## src/rtl/fir_err_stats.sv

```systemverilog
// Streaming error-statistics accumulator for paired approximate/accurate FIR outputs.
// Two register stages (difference/magnitudes, then square) feed the window accumulators.
//
// state | meaning
// IDLE  | waiting for start; results from the last window held
// RUN   | accepting pairs until N have been handshaken
// DRAIN | letting the pipeline empty into the accumulators
// DONE  | one cycle, results final, done asserted
module fir_err_stats #(
  parameter int DATA_W = 32,
  parameter int CNT_W  = 16,
  parameter int ACC_W  = 64,
  parameter int SQ_W   = 80
) (
  input  logic                clk,
  input  logic                rst_n,
  input  logic                start,
  input  logic [CNT_W-1:0]    num_samples,
  input  logic                in_valid,
  output logic                in_ready,
  input  logic [DATA_W-1:0]   appr,
  input  logic [DATA_W-1:0]   accu,
  output logic                busy,
  output logic                done,
  output logic [ACC_W-1:0]    err_sum,
  output logic [ACC_W-1:0]    abs_accu_sum,
  output logic [SQ_W-1:0]     err_sq_sum,
  output logic [DATA_W:0]     max_abs_err,
  output logic [CNT_W-1:0]    count
);

  typedef enum logic [1:0] {IDLE, RUN, DRAIN, DONE} state_t;

  state_t              state;
  logic [CNT_W-1:0]    num_q;
  logic [CNT_W-1:0]    accepted;
  logic                drain_first;
  logic                hs;

  logic [DATA_W:0]     err_c;
  logic [DATA_W:0]     abs_err_c;
  logic [DATA_W-1:0]   abs_accu_c;

  logic                v1;
  logic [DATA_W:0]     err1;
  logic [DATA_W:0]     abs_err1;
  logic [DATA_W-1:0]   abs_accu1;

  logic                v2;
  logic [DATA_W:0]     err2;
  logic [DATA_W:0]     abs_err2;
  logic [DATA_W-1:0]   abs_accu2;
  logic [2*DATA_W+1:0] sq2;

  logic [SQ_W:0]       sq_sum_c;

  // in_ready depends only on registered state, never on in_valid
  assign in_ready = (state == RUN) && (accepted < num_q);
  assign hs       = in_valid && in_ready;
  assign busy     = (state != IDLE);
  assign done     = (state == DONE);

  // Stage-1 arithmetic: one extra bit keeps the difference and both magnitudes exact
  always_comb begin
    err_c      = {appr[DATA_W-1], appr} - {accu[DATA_W-1], accu};
    abs_err_c  = err_c[DATA_W] ? -err_c : err_c;
    abs_accu_c = accu[DATA_W-1] ? -accu : accu;
    sq_sum_c   = {1'b0, err_sq_sum} + {{(SQ_W-2*DATA_W-1){1'b0}}, sq2};
  end

  // Pipeline datapath registers; qualified by v1/v2 so they need no reset
  always_ff @(posedge clk) begin
    err1      <= err_c;
    abs_err1  <= abs_err_c;
    abs_accu1 <= abs_accu_c;
    err2      <= err1;
    abs_err2  <= abs_err1;
    abs_accu2 <= abs_accu1;
    sq2       <= {{(DATA_W+1){1'b0}}, abs_err1} * {{(DATA_W+1){1'b0}}, abs_err1};
  end

  // Control FSM, pipe valids and window accumulators
  always_ff @(posedge clk) begin
    if (!rst_n) begin
      state        <= IDLE;
      num_q        <= '0;
      accepted     <= '0;
      drain_first  <= 1'b0;
      v1           <= 1'b0;
      v2           <= 1'b0;
      err_sum      <= '0;
      abs_accu_sum <= '0;
      err_sq_sum   <= '0;
      max_abs_err  <= '0;
      count        <= '0;
    end else begin
      v1 <= hs;
      v2 <= v1;
      if (hs) accepted <= accepted + CNT_W'(1);
      if (v2) begin
        err_sum      <= err_sum + {{(ACC_W-DATA_W-1){err2[DATA_W]}}, err2};
        abs_accu_sum <= abs_accu_sum + {{(ACC_W-DATA_W){1'b0}}, abs_accu2};
        err_sq_sum   <= sq_sum_c[SQ_W] ? '1 : sq_sum_c[SQ_W-1:0];
        if (abs_err2 > max_abs_err) max_abs_err <= abs_err2;
        count        <= count + CNT_W'(1);
      end
      case (state)
        IDLE: begin
          if (start) begin
            num_q        <= num_samples;
            accepted     <= '0;
            err_sum      <= '0;
            abs_accu_sum <= '0;
            err_sq_sum   <= '0;
            max_abs_err  <= '0;
            count        <= '0;
            drain_first  <= 1'b1;
            state        <= (num_samples == '0) ? DRAIN : RUN;
          end
        end
        RUN: begin
          drain_first <= 1'b1;
          if (hs && ((accepted + CNT_W'(1)) == num_q)) state <= DRAIN;
        end
        DRAIN: begin
          // the first DRAIN cycle never completes, so an empty window still spans two edges
          drain_first <= 1'b0;
          if (!drain_first && !v1 && !v2) state <= DONE;
        end
        DONE: state <= IDLE;
        default: state <= IDLE;
      endcase
    end
  end

endmodule
```

## config.mk

```make
export PLATFORM = sky130hd
export DESIGN_NAME = fir_err_stats
export DESIGN_NICKNAME = d
export VERILOG_FILES = /design/src/rtl/fir_err_stats.sv
export SDC_FILE = /design/constraint.sdc
export NUM_CORES = 2
export LEC_CHECK = 0
export ABC_AREA = 1
export BUFFER_PORTS_ARGS = -buffer_cell sky130_fd_sc_hd__buf_2
export CORE_MARGIN = 2
export CORE_UTILIZATION = 36
export CTS_BUF_LIST = sky130_fd_sc_hd__clkbuf_16
export CTS_CLUSTER_SIZE = 10
export DETAILED_ROUTE_END_ITERATION = 10
export SYNTH_ARGS = -nofsm -noshare
export SYNTH_HDL_FRONTEND = slang
export SYNTH_SLANG_ARGS = --single-unit
export TNS_END_PERCENT = 5
```

## constraint.sdc

```tcl
create_clock -name clk -period 10.77 [get_ports clk]
set_input_delay 2.6925 -clock clk [delete_from_list [all_inputs] [get_ports clk]]
set_output_delay 2.6925 -clock clk [all_outputs]
set_load 0.01 [all_outputs]
```

==> flow_summary.ini <==
[timing]
drv_slew = 0
fmax_mhz = 127
clock_skew_ns = 0.0525
post-route-period-util = 0.733
setup_tns_ns = 0
setup_ws_ns = 2.87
worst_pin_slew_ns = 1.03
period_minus_slack_ns = 7.90
hold_viol_final = 0
hold_ws_ns = 0.289
setup_viol = 0
rsz0062_at_grt = no
max-slew-margin-rel = 0.312

[setup_path]
start_kind = flip-flop
worstSetupEndpointType = flip-flop
cp_num_buf_inv = 7
rrSetupSlack_ns = 2.87
crit_required_ns = 11.33
cp_common_cell = fa_1
crit_path_top_delay_cell = dfxtp_1
cpPeakStageDelay_ns = 0.89
path_cells = buf_4 > nand2_1 > fa_1 > inv_1 > fa_1 > fa_1 > inv_1 > fa_1 > inv_1 > fa_1 > fa_1 > fa_1 > inv_1 > fa_1 > inv_1 > ha_1 > nand2_1 > nor2_1 > inv_1 > o21ai_0 > a21oi_1 > o21ai_0 > xor2_1
reg2reg_depth = 23
cp_max_fo = 22
worstPathArrival_ns = 8.46
path_class = flip-flop to flip-flop
crit-reg2reg-launch = abs_err1[26]$_DFF_P_
cp_top_family = adder cells
r2r-end = sq2[54]$_DFF_P_

[floorplan]
die_w_microns = 436
start_util = 0.362
std_cell_rows = 158
io_pins = 344
die_area_sq_um = 190000
die_h_microns = 436
core_sq_um = 185000

[synth]
synth-edff-count = 0
yosysMostFrequentCell = inv_1
synthTopCellsByCount = inv_1, nand2_1, nor2_1
syn_avg_cell_area_sq_um = 7.16
ys_async_sr_fraction = 0
synth_area_sq_um = 67100
syn-instance-count = 9370
yosysSeqAreaShare = 0.165
synth.area.top_cells = fa_1, dfxtp_1, inv_1
ys_types = 58
syn-num-nets = 10800
synth_top_cell_by_area = fa_1
ys_ff_latch = 552
ys.flop_type = dfxtp_1
yosys.area.top_type_share = 0.258
yosys_warnings = 0

[final_layout]
fin_nets = 11100
drive_gt1_frac = 0.0588
utilization = 0.398
syn2layout_area_growth_pct = 9.86
fillers = 19500
diodes = 0

[clock_tree]
cts_max_level = 3
cts_tree = yes
cts.repair.resized = 0
post_cts_buffers = 0
clk_pin_slew_ns = 0.06
cts_buffers = 74
cts_max_path_buffers = 3
cts_root_buffer = clkbuf_16
hold_buffers = 0
worstSkewPairLatency_ns = 0.71
clock-sinks = 552

[drt]
route.vias.total = 59600
drt_iter0_markers = 4381
routedWlPerCell_microns = 19.5
antenna_left = 0
drc_errors = 0
wl_microns = 237000
vias_per_cell = 4.91
dr.pass1.iters = 6

[global_route]
grt_pass1_vias = 60900
antenna_found_initial = 6
track_usage = 0.248
grt_pass1_wl_microns = 363000
grt.overflow.total = 0
grt_max_degree = 186

[min_path]
hold_depth = 0
hold_path_startpoint = err1[27]$_DFF_P_
worstHoldEndpoint = err2[27]$_DFF_P_
hold_class = flip-flop to flip-flop

[status]
status = finished, final reports clean

[placed_design]
dp_hpwl_microns = 198000
place_congestion = 0.975
dp_slack_ns = 2.90
portBuffers = 343

[flow_run]
drv_cap = 0
==> routing by layer <==
metal / wire (microns) / share of wire / track usage / vias up
met5: 133 / 0.00056 / 0.00504 / -
met4: 9410 / 0.040 / 0.0914 / 2
met3: 15200 / 0.064 / 0.0338 / 319
met2: 107000 / 0.45 / 0.401 / 1890
met1: 106000 / 0.45 / 0.337 / 28600
li1: - / - / - / 28800
==> worst max path at each step <==
stage / endpoint / startpoint / slack, ns / cells after the start
floorplan: sq2[59]$_DFF_P_ / abs_err1[30]$_DFF_P_ / 4.04 / 27
global placement: sq2[65]$_DFF_P_ / abs_err1[26]$_DFF_P_ / 2.93 / 29
detailed placement: sq2[65]$_DFF_P_ / abs_err1[26]$_DFF_P_ / 2.90 / 29
CTS: sq2[65]$_DFF_P_ / abs_err1[26]$_DFF_P_ / 2.86 / 29
global route: sq2[65]$_DFF_P_ / abs_err1[26]$_DFF_P_ / 2.48 / 29
finish: sq2[54]$_DFF_P_ / abs_err1[26]$_DFF_P_ / 2.87 / 23
==> flip-flops by register name (all words and copies together), names as in the netlist, 33 cells and up <==
register and flops:
abs_accu_sum 64, err1 33, err_sq_sum 80, err_sum 64, max_abs_err 33, sq2 65
==> cell families (layout without fill, tap and decap cells) <==
group / Yosys count / after routing / share of synthesized area
AOI/OAI and AO/OA: 1163 / 1163 / 0.0948
xor gates and xnor gates: 215 / 215 / 0.0281
adders and majority gates: 1389 / 1389 / 0.356
buffers and inverters: 2552 / 2849 / 0.144
DFF: 552 / 552 / 0.165
and+or+nand+nor: 3499 / 3499 / 0.213
==> final cells by class <==
type	instances	area (sq um)	share of cell area
clock buffers	74	1850	0.0251
flip-flops and latches	552	11100	0.150
inverters	2340	8790	0.119
clock inverters	45	402	0.00545
well taps	2480	3100	0.0421
multi-input cells	6266	46400	0.630
repair buffers	390	2080	0.0283
==> per-stage QoR <==
| stage | instances | instance area [sq um] |
|---|---|---|
| finish | 12100 | 73700 |
| global route | 12100 | 73700 |
| CTS | 12100 | 73700 |
| detailed placement | 12000 | 71400 |
| global placement | 12000 | 71400 |
| floorplan | 9370 | 67100 |
==> placed cells by master (no fill, tap or decap), drive strengths merged, types with 61 or more instances in the layout <==
master,count
a31oi,61
clkbuf,74
nand3,321
nand2,1986
inv,2352
a21oi,484
nand4,76
xor2,160
o21ai,445
nor2,933
fa,865
buf,390
dfxtp,552
ha,524
nor3,96
Power is not shown: default switching activity piles up to over one toggle a cycle in this logic, so the estimate is an artifact.
